### config.mk
export PLATFORM = sky130hd
export DESIGN_NAME = uart_transmitter
export DESIGN_NICKNAME = d
export VERILOG_FILES = /design/src/rtl/uart_transmitter.sv
export SDC_FILE = /design/constraint.sdc
export NUM_CORES = 1
export LEC_CHECK = 0
export CAP_MARGIN = 30
export CORE_MARGIN = 1.5
export CORE_UTILIZATION = 41
export CTS_BUF_LIST = sky130_fd_sc_hd__clkbuf_16
export DETAILED_ROUTE_END_ITERATION = 7
export PLACE_DENSITY_LB_ADDON = 0.12
export SYNTH_ARGS = -nofsm -noshare
export SYNTH_HDL_FRONTEND = slang
export SYNTH_SLANG_ARGS = --single-unit
### constraint.sdc
create_clock -name clk -period 1.55 [get_ports clk]
set_input_delay 0.31 -clock clk [delete_from_list [all_inputs] [get_ports clk]]
set_output_delay 0.31 -clock clk [all_outputs]
set_load 0.02 [all_outputs]
### src/rtl/uart_transmitter.sv
// 8N1 UART transmitter with a valid/ready byte input.
// The serial line and the ready flag are both registered, so neither has a combinational path from the inputs.
//
// state | meaning
// IDLE  | line high; ready to accept a byte
// START | start bit (line low) for one bit period
// DATA  | eight data bits, LSB first, one bit period each
// STOP  | stop bit (line high) for one bit period
module uart_transmitter #(
  parameter int CLOCK_FREQ = 100_000_000,
  parameter int BAUD_RATE  = 115_200
) (
  input  logic       clk,
  input  logic       rst_n,
  input  logic [7:0] DataIn,
  input  logic       DataInValid,
  output logic       DataInReady,
  output logic       SOut
);

  localparam int T  = CLOCK_FREQ / BAUD_RATE;
  localparam int CW = (T > 1) ? $clog2(T) : 1;
  localparam logic [CW-1:0] CNT_MAX = CW'(T - 1);

  typedef enum logic [1:0] {IDLE, START, DATA, STOP} state_t;

  state_t        state;
  logic [CW-1:0] baud_cnt;
  logic [2:0]    bit_cnt;
  logic [7:0]    shift_reg;
  logic          bit_done;

  assign bit_done = (baud_cnt == CNT_MAX);

  always_ff @(posedge clk) begin
    if (!rst_n) begin
      state       <= IDLE;
      SOut        <= 1'b1;
      DataInReady <= 1'b0;
      baud_cnt    <= '0;
      bit_cnt     <= '0;
      shift_reg   <= '0;
    end else begin
      case (state)
        IDLE: begin
          baud_cnt <= '0;
          bit_cnt  <= '0;
          SOut     <= 1'b1;
          if (DataInValid && DataInReady) begin
            shift_reg   <= DataIn;
            SOut        <= 1'b0;
            DataInReady <= 1'b0;
            state       <= START;
          end else begin
            DataInReady <= 1'b1;
          end
        end
        START: begin
          if (bit_done) begin
            baud_cnt  <= '0;
            SOut      <= shift_reg[0];
            shift_reg <= {1'b0, shift_reg[7:1]};
            state     <= DATA;
          end else begin
            baud_cnt <= baud_cnt + 1'b1;
          end
        end
        DATA: begin
          if (bit_done) begin
            baud_cnt <= '0;
            if (bit_cnt == 3'd7) begin
              SOut  <= 1'b1;
              state <= STOP;
            end else begin
              bit_cnt   <= bit_cnt + 3'd1;
              SOut      <= shift_reg[0];
              shift_reg <= {1'b0, shift_reg[7:1]};
            end
          end else begin
            baud_cnt <= baud_cnt + 1'b1;
          end
        end
        STOP: begin
          // Ready rises on the edge that ends the stop bit, so the next accept is one cycle later.
          if (bit_done) begin
            baud_cnt    <= '0;
            DataInReady <= 1'b1;
            state       <= IDLE;
          end else begin
            baud_cnt <= baud_cnt + 1'b1;
          end
        end
        default: begin
          state       <= IDLE;
          SOut        <= 1'b1;
          DataInReady <= 1'b0;
          baud_cnt    <= '0;
        end
      endcase
    end
  end

endmodule

### Word level (Yosys, flattened, before mapping)

Index checks and enable logic that the tools add are counted.
W data, S select, Z words.

* input bits: 11
* word-level logic and storage cells: 53
* output and inout port bits: 2
* memories: 0
* latch bits: 0
* ROM bits: 0
* RAM bits: 0
* register bits: 25

* divide/modulo/power cells: 0
* reductions and logical operators: 11
* bitwise gates (word level): 0
* add/sub/neg operators: 2
* multipliers: 0
* eq/ne operators: 11
* muxes and demuxes: 23
* shifts and indexed selects: 0
* magnitude comparators: 0

Operators with widths (count)
* $mux W8: 4
* $pmux W8 S3: 1
* $pmux W10 S2: 1
* $ne A2 B2 Y1 const B: 6
* $add A10 B1 Y10 const B: 1
* $eq A10 B10 Y1 const B: 1
* $mux W10: 1
* $mux W2: 5
* $reduce_and A5 Y1: 2
* $pmux W2 S4: 1
* $mux W3: 2
* $pmux W3 S2: 1
* $reduce_and A3 Y1: 2
* $mux W1: 5
* $eq A2 B2 Y1 const B: 2
* $reduce_bool A2 Y1: 2
* $add A3 B1 Y3 const B: 1
* $eq A3 B3 Y1 const B: 1
* $pmux W1 S3: 1
* $reduce_bool A3 Y1: 1
* $reduce_or A3 Y1: 1
* $eq A2 B1 Y1 const B: 1
* $logic_not A2 Y1: 1
* $pmux W1 S2: 1
* other kinds (2): 2

### Logic depth before layout (Yosys ltp)

* depth after elaboration: 4
* depth in mapped cells: 7
* depth with buffers taken out: 6

### Least setup slack after synthesis

No wires, ideal clock.

* path kind: reg2reg
* start: reg bit_cnt[0]
* end: reg shift_reg[7]
* cell stages (with the launch flop): 7
* arrival: 1.606 ns
* clock period less this slack: 1.677 ns
* setup time: 0.072 ns
* setup slack: -0.127 ns
* buffers on the path: 1
* required time: 1.478 ns
* cell sequence: dfxtp_1 ha_1 ha_1 a221oi_2 and2_1 buf_4 mux2i_1

* cells in the longest elaborated chain, start to end: 3

RTL lines
* from (decl): RTL line 29 `logic [2:0] bit_cnt;`
* from (signal assigned): RTL line 75 `bit_cnt <= bit_cnt + 3'd1;`
* $eq A3 B3 Y1: RTL line 71 `if (bit_cnt == 3'd7) begin`
* $ne A2 B2 Y1 (no source line)
* $reduce_and A5 Y1 (no source line)
* to (signal assigned): RTL line 50 `shift_reg <= DataIn;`
* to (signal assigned): RTL line 62 `shift_reg <= {1'b0, shift_reg[7:1]};`
* to (signal assigned): RTL line 77 `shift_reg <= {1'b0, shift_reg[7:1]};`
* to (decl): RTL line 30 `logic [7:0] shift_reg;`

No other way between the ends.
A chain may end at the register's enable or synchronous reset.

### Final worst setup path

Same ends and word-level chain as after synthesis.

==> metrics <==
Max FO, Critical Path 3; FMAX 650 MHz; GRT overflow 0; Yosys top cell area share between 30% and 40%; P_int roughly 1800 uW; Reg2Reg Setup Slack 0.01 ns; crit path from bit_cnt[0]; Max-Cap Viols 0; Hold-fix buffers, CTS 0; clock root cell clkbuf_16; Yosys cell types 33; fin. max-slew vios 0; switching power 957 uW; most frequent cell after synthesis dfxtp_1; CP Class flip-flop to flip-flop; VDD IR max 0.606 mV; antenna cells 0; H-tree Lvls 1; FILL cells 262; XOR/XNOR Fraction of Synth Area roughly 5.4%; Worst Tran Pin Value 0.312 ns; Finish-stage setup viols 0; area fraction in compound gates after synthesis around 15%; cell area power density 1470 mW/mm2; Comb pwr share around half; row count 20; CTS Sinks 25; Netlist Area Pre-Place about 0.0013 mm2; syn_nets 156; period utilisation layout 99.3%; Die Y 59.1 um; ys async rst share 0%; Adder-Cell Fraction of Synth Area approximately 6.8%; reg2reg path depth 6; first-pass GRT wire length 4660 um; Initial Util 42.6%; chip width 59.1 um; CP startpoint kind flip-flop; Synth area leaders dfxtp_1 (39%), mux2i_1 (7.0%), ha_1 (6.8%); All-Layer GR Usage 17.3%; fin cells between 200 and 250; TritonCTS clock tree yes; Vias around 1100; max FFs per register 10; Worst EP arrival 1.73 ns; Worst Skew 0.00205 ns; Top Ports 13; largest area contributor in the netlist dfxtp_1; simple-gate share of the synthesized area 22.3%; top cells by count, synth dfxtp_1 (25), a21oi_1 (11), nand3_1 (10); RR Endpoint shift_reg[7]; Reg power frac 30.7%; largest family of logic cells by synthesized area simple AND/OR/NAND/NOR gates; Clock Path Buffers 2; Worst-path clk slew 0.06 ns; endpoints failing hold 0; WHS 0.470 ns; RSZ-0062 raised after global routing yes; mux contribution to synthesized area 6.98%; antenna violations before repair 0; Num CTS Buffers 3; First-pass DRT Iterations 4; ys flop type dfxtp_1; largest net degree at the start of global routing 14; Gate Count Post-Synth around 140; number of vias per cell between 4 and 5; Worst-Skew Late Latency 0.26 ns; synthesized area per cell 9.36 um2; static leakage 0.000667 uW; # nets final between 150 and 200; Layout area overhead 44.9%; share of cells above drive strength 1 40.9%; fin crit period 1.54 ns; Hold Path Class flip-flop to flip-flop; worst r2r src bit_cnt[0]; hpwl dp 2040 um; sequential element share of the synthesized area 38.8%; die footprint 0.00350 mm2; RePlAce Congestion 0.810; drt wl/cell 12.7 um; vias in the first global route 1106; IO buf count 12; crit path capture type flip-flop; DRC viols 0; Routed Antenna Nets 0; Worst Setup EP shift_reg[7]; final wirelength around 2800 um; Sw Ratio 34.7%; #FFs+latches synth 25; Clk pwr share 20.5%; relative slew slack 79.2%; Critical Path RT 1.74 ns; status finished clean; EDFF count, synth 0; drt first-iter violations 15; Ys Warns 0; Placed Cells 215; core area about 0.0030 mm2; setup TNS 0 ns
[power groups by stage]
stage	sequential (uW)	combinational, uW	clock (uW)
global placement	837	1170	0
global route	860	1480	615
detailed placement	840	1190	0
CTS	834	1230	586
floorplan	855	756	0
finish	846	1340	565
[cells in the final DEF, fill, tap and decap left out, types with 2 or more instances in the layout]
| master | count |
|---|---|
| nand4_1 | 2 |
| buf_4 | 24 |
| xor2_1 | 2 |
| inv_1 | 6 |
| nand3_1 | 5 |
| nor2_2 | 9 |
| nor2_1 | 6 |
| clkdlybuf4s50_1 | 11 |
| a221oi_4 | 2 |
| ha_4 | 3 |
| nor3_1 | 3 |
| xnor2_1 | 6 |
| buf_6 | 3 |
| a211oi_2 | 5 |
| ha_2 | 3 |
| dfxtp_2 | 3 |
| o21ai_0 | 2 |
| a21oi_2 | 3 |
| nand2_1 | 8 |
| dfxtp_1 | 22 |
| mux2i_1 | 9 |
| a211oi_1 | 3 |
| clkbuf_16 | 3 |
| nand3_2 | 5 |
| a21oi_1 | 8 |
[worst max-delay path: stages (launching register included)]
cell and delay (ns):
dfxtp_1 0.33, ha_2 0.20, ha_4 0.18, a221oi_4 0.28, and2_4 0.18, buf_4 0.12
mux2i_1 0.17
[per-stage QoR]
step                      cell area [um2]  worst slack, ns  power (uW)  utilization [%]
after floorplan                      1310          -0.0237        1610                -
after global placement               1640           -0.186        2010             54.3
after detailed placement             1640           -0.252        2030             54.3
after CTS                            1760          -0.0166        2650             58.1
after global routing                 1870          -0.0807        2950             61.8
final                                1870           0.0108        2750             61.8
[worst min path at each step]
| stage | end | cells after the start | start | slack, ns |
|---|---|---|---|---|
| after floorplan | SOut | 1 | rst_n | 0.38 |
| after global placement | shift_reg[7] | 2 | shift_reg[7] | 0.45 |
| after detailed placement | bit_cnt[2] | 2 | bit_cnt[2] | 0.47 |
| after CTS | shift_reg[7] | 2 | shift_reg[7] | 0.48 |
| after global routing | shift_reg[7] | 2 | shift_reg[7] | 0.50 |
| final | shift_reg[7] | 2 | shift_reg[7] | 0.47 |
[routing by layer]
| layer | wire length [um] | part of all wire, % | vias to the layer above | track usage, % |
|---|---|---|---|---|
| met5 | 0 | 0 | - | 0 |
| met4 | 13 | 0.47 | 0 | 4.55 |
| met3 | 61 | 2.2 | 2 | 4.15 |
| met2 | 1470 | 53 | 8 | 30.6 |
| met1 | 1250 | 45 | 498 | 21.0 |
| li1 | - | - | 572 | - |
[repair_timing]
action	in CTS	in global routing
pin swaps	4	12
gates resized for setup	12	21
gates cloned	0	0
setup endpoints to repair	13	25
buffers inserted	0	1
[final cells by class]
| cell class | instances | area (um2) | area share [%] |
|---|---|---|---|
| Inverter | 5 | 18.8 | 1.00 |
| Clock inverter | 1 | 3.75 | 0.201 |
| Multi-Input combinational cell | 103 | 881 | 47.1 |
| Tap cell | 44 | 55.1 | 2.94 |
| Timing Repair Buffer | 39 | 333 | 17.8 |
| Sequential cell | 25 | 504 | 27.0 |
| Clock buffer | 3 | 75.1 | 4.01 |
[kinds of logic (layout without fill, tap and decap cells)]
logic type | after synthesis | after routing
xor gates and xnor gates | 8 | 8
AOI/OAI and AO/OA | 28 | 28
adders and majority gates | 7 | 7
muxes | 9 | 9
and+or+nand+nor | 51 | 51
DFF | 25 | 25
buffers and inverters | 10 | 48
(Power assumes the default switching activity.)
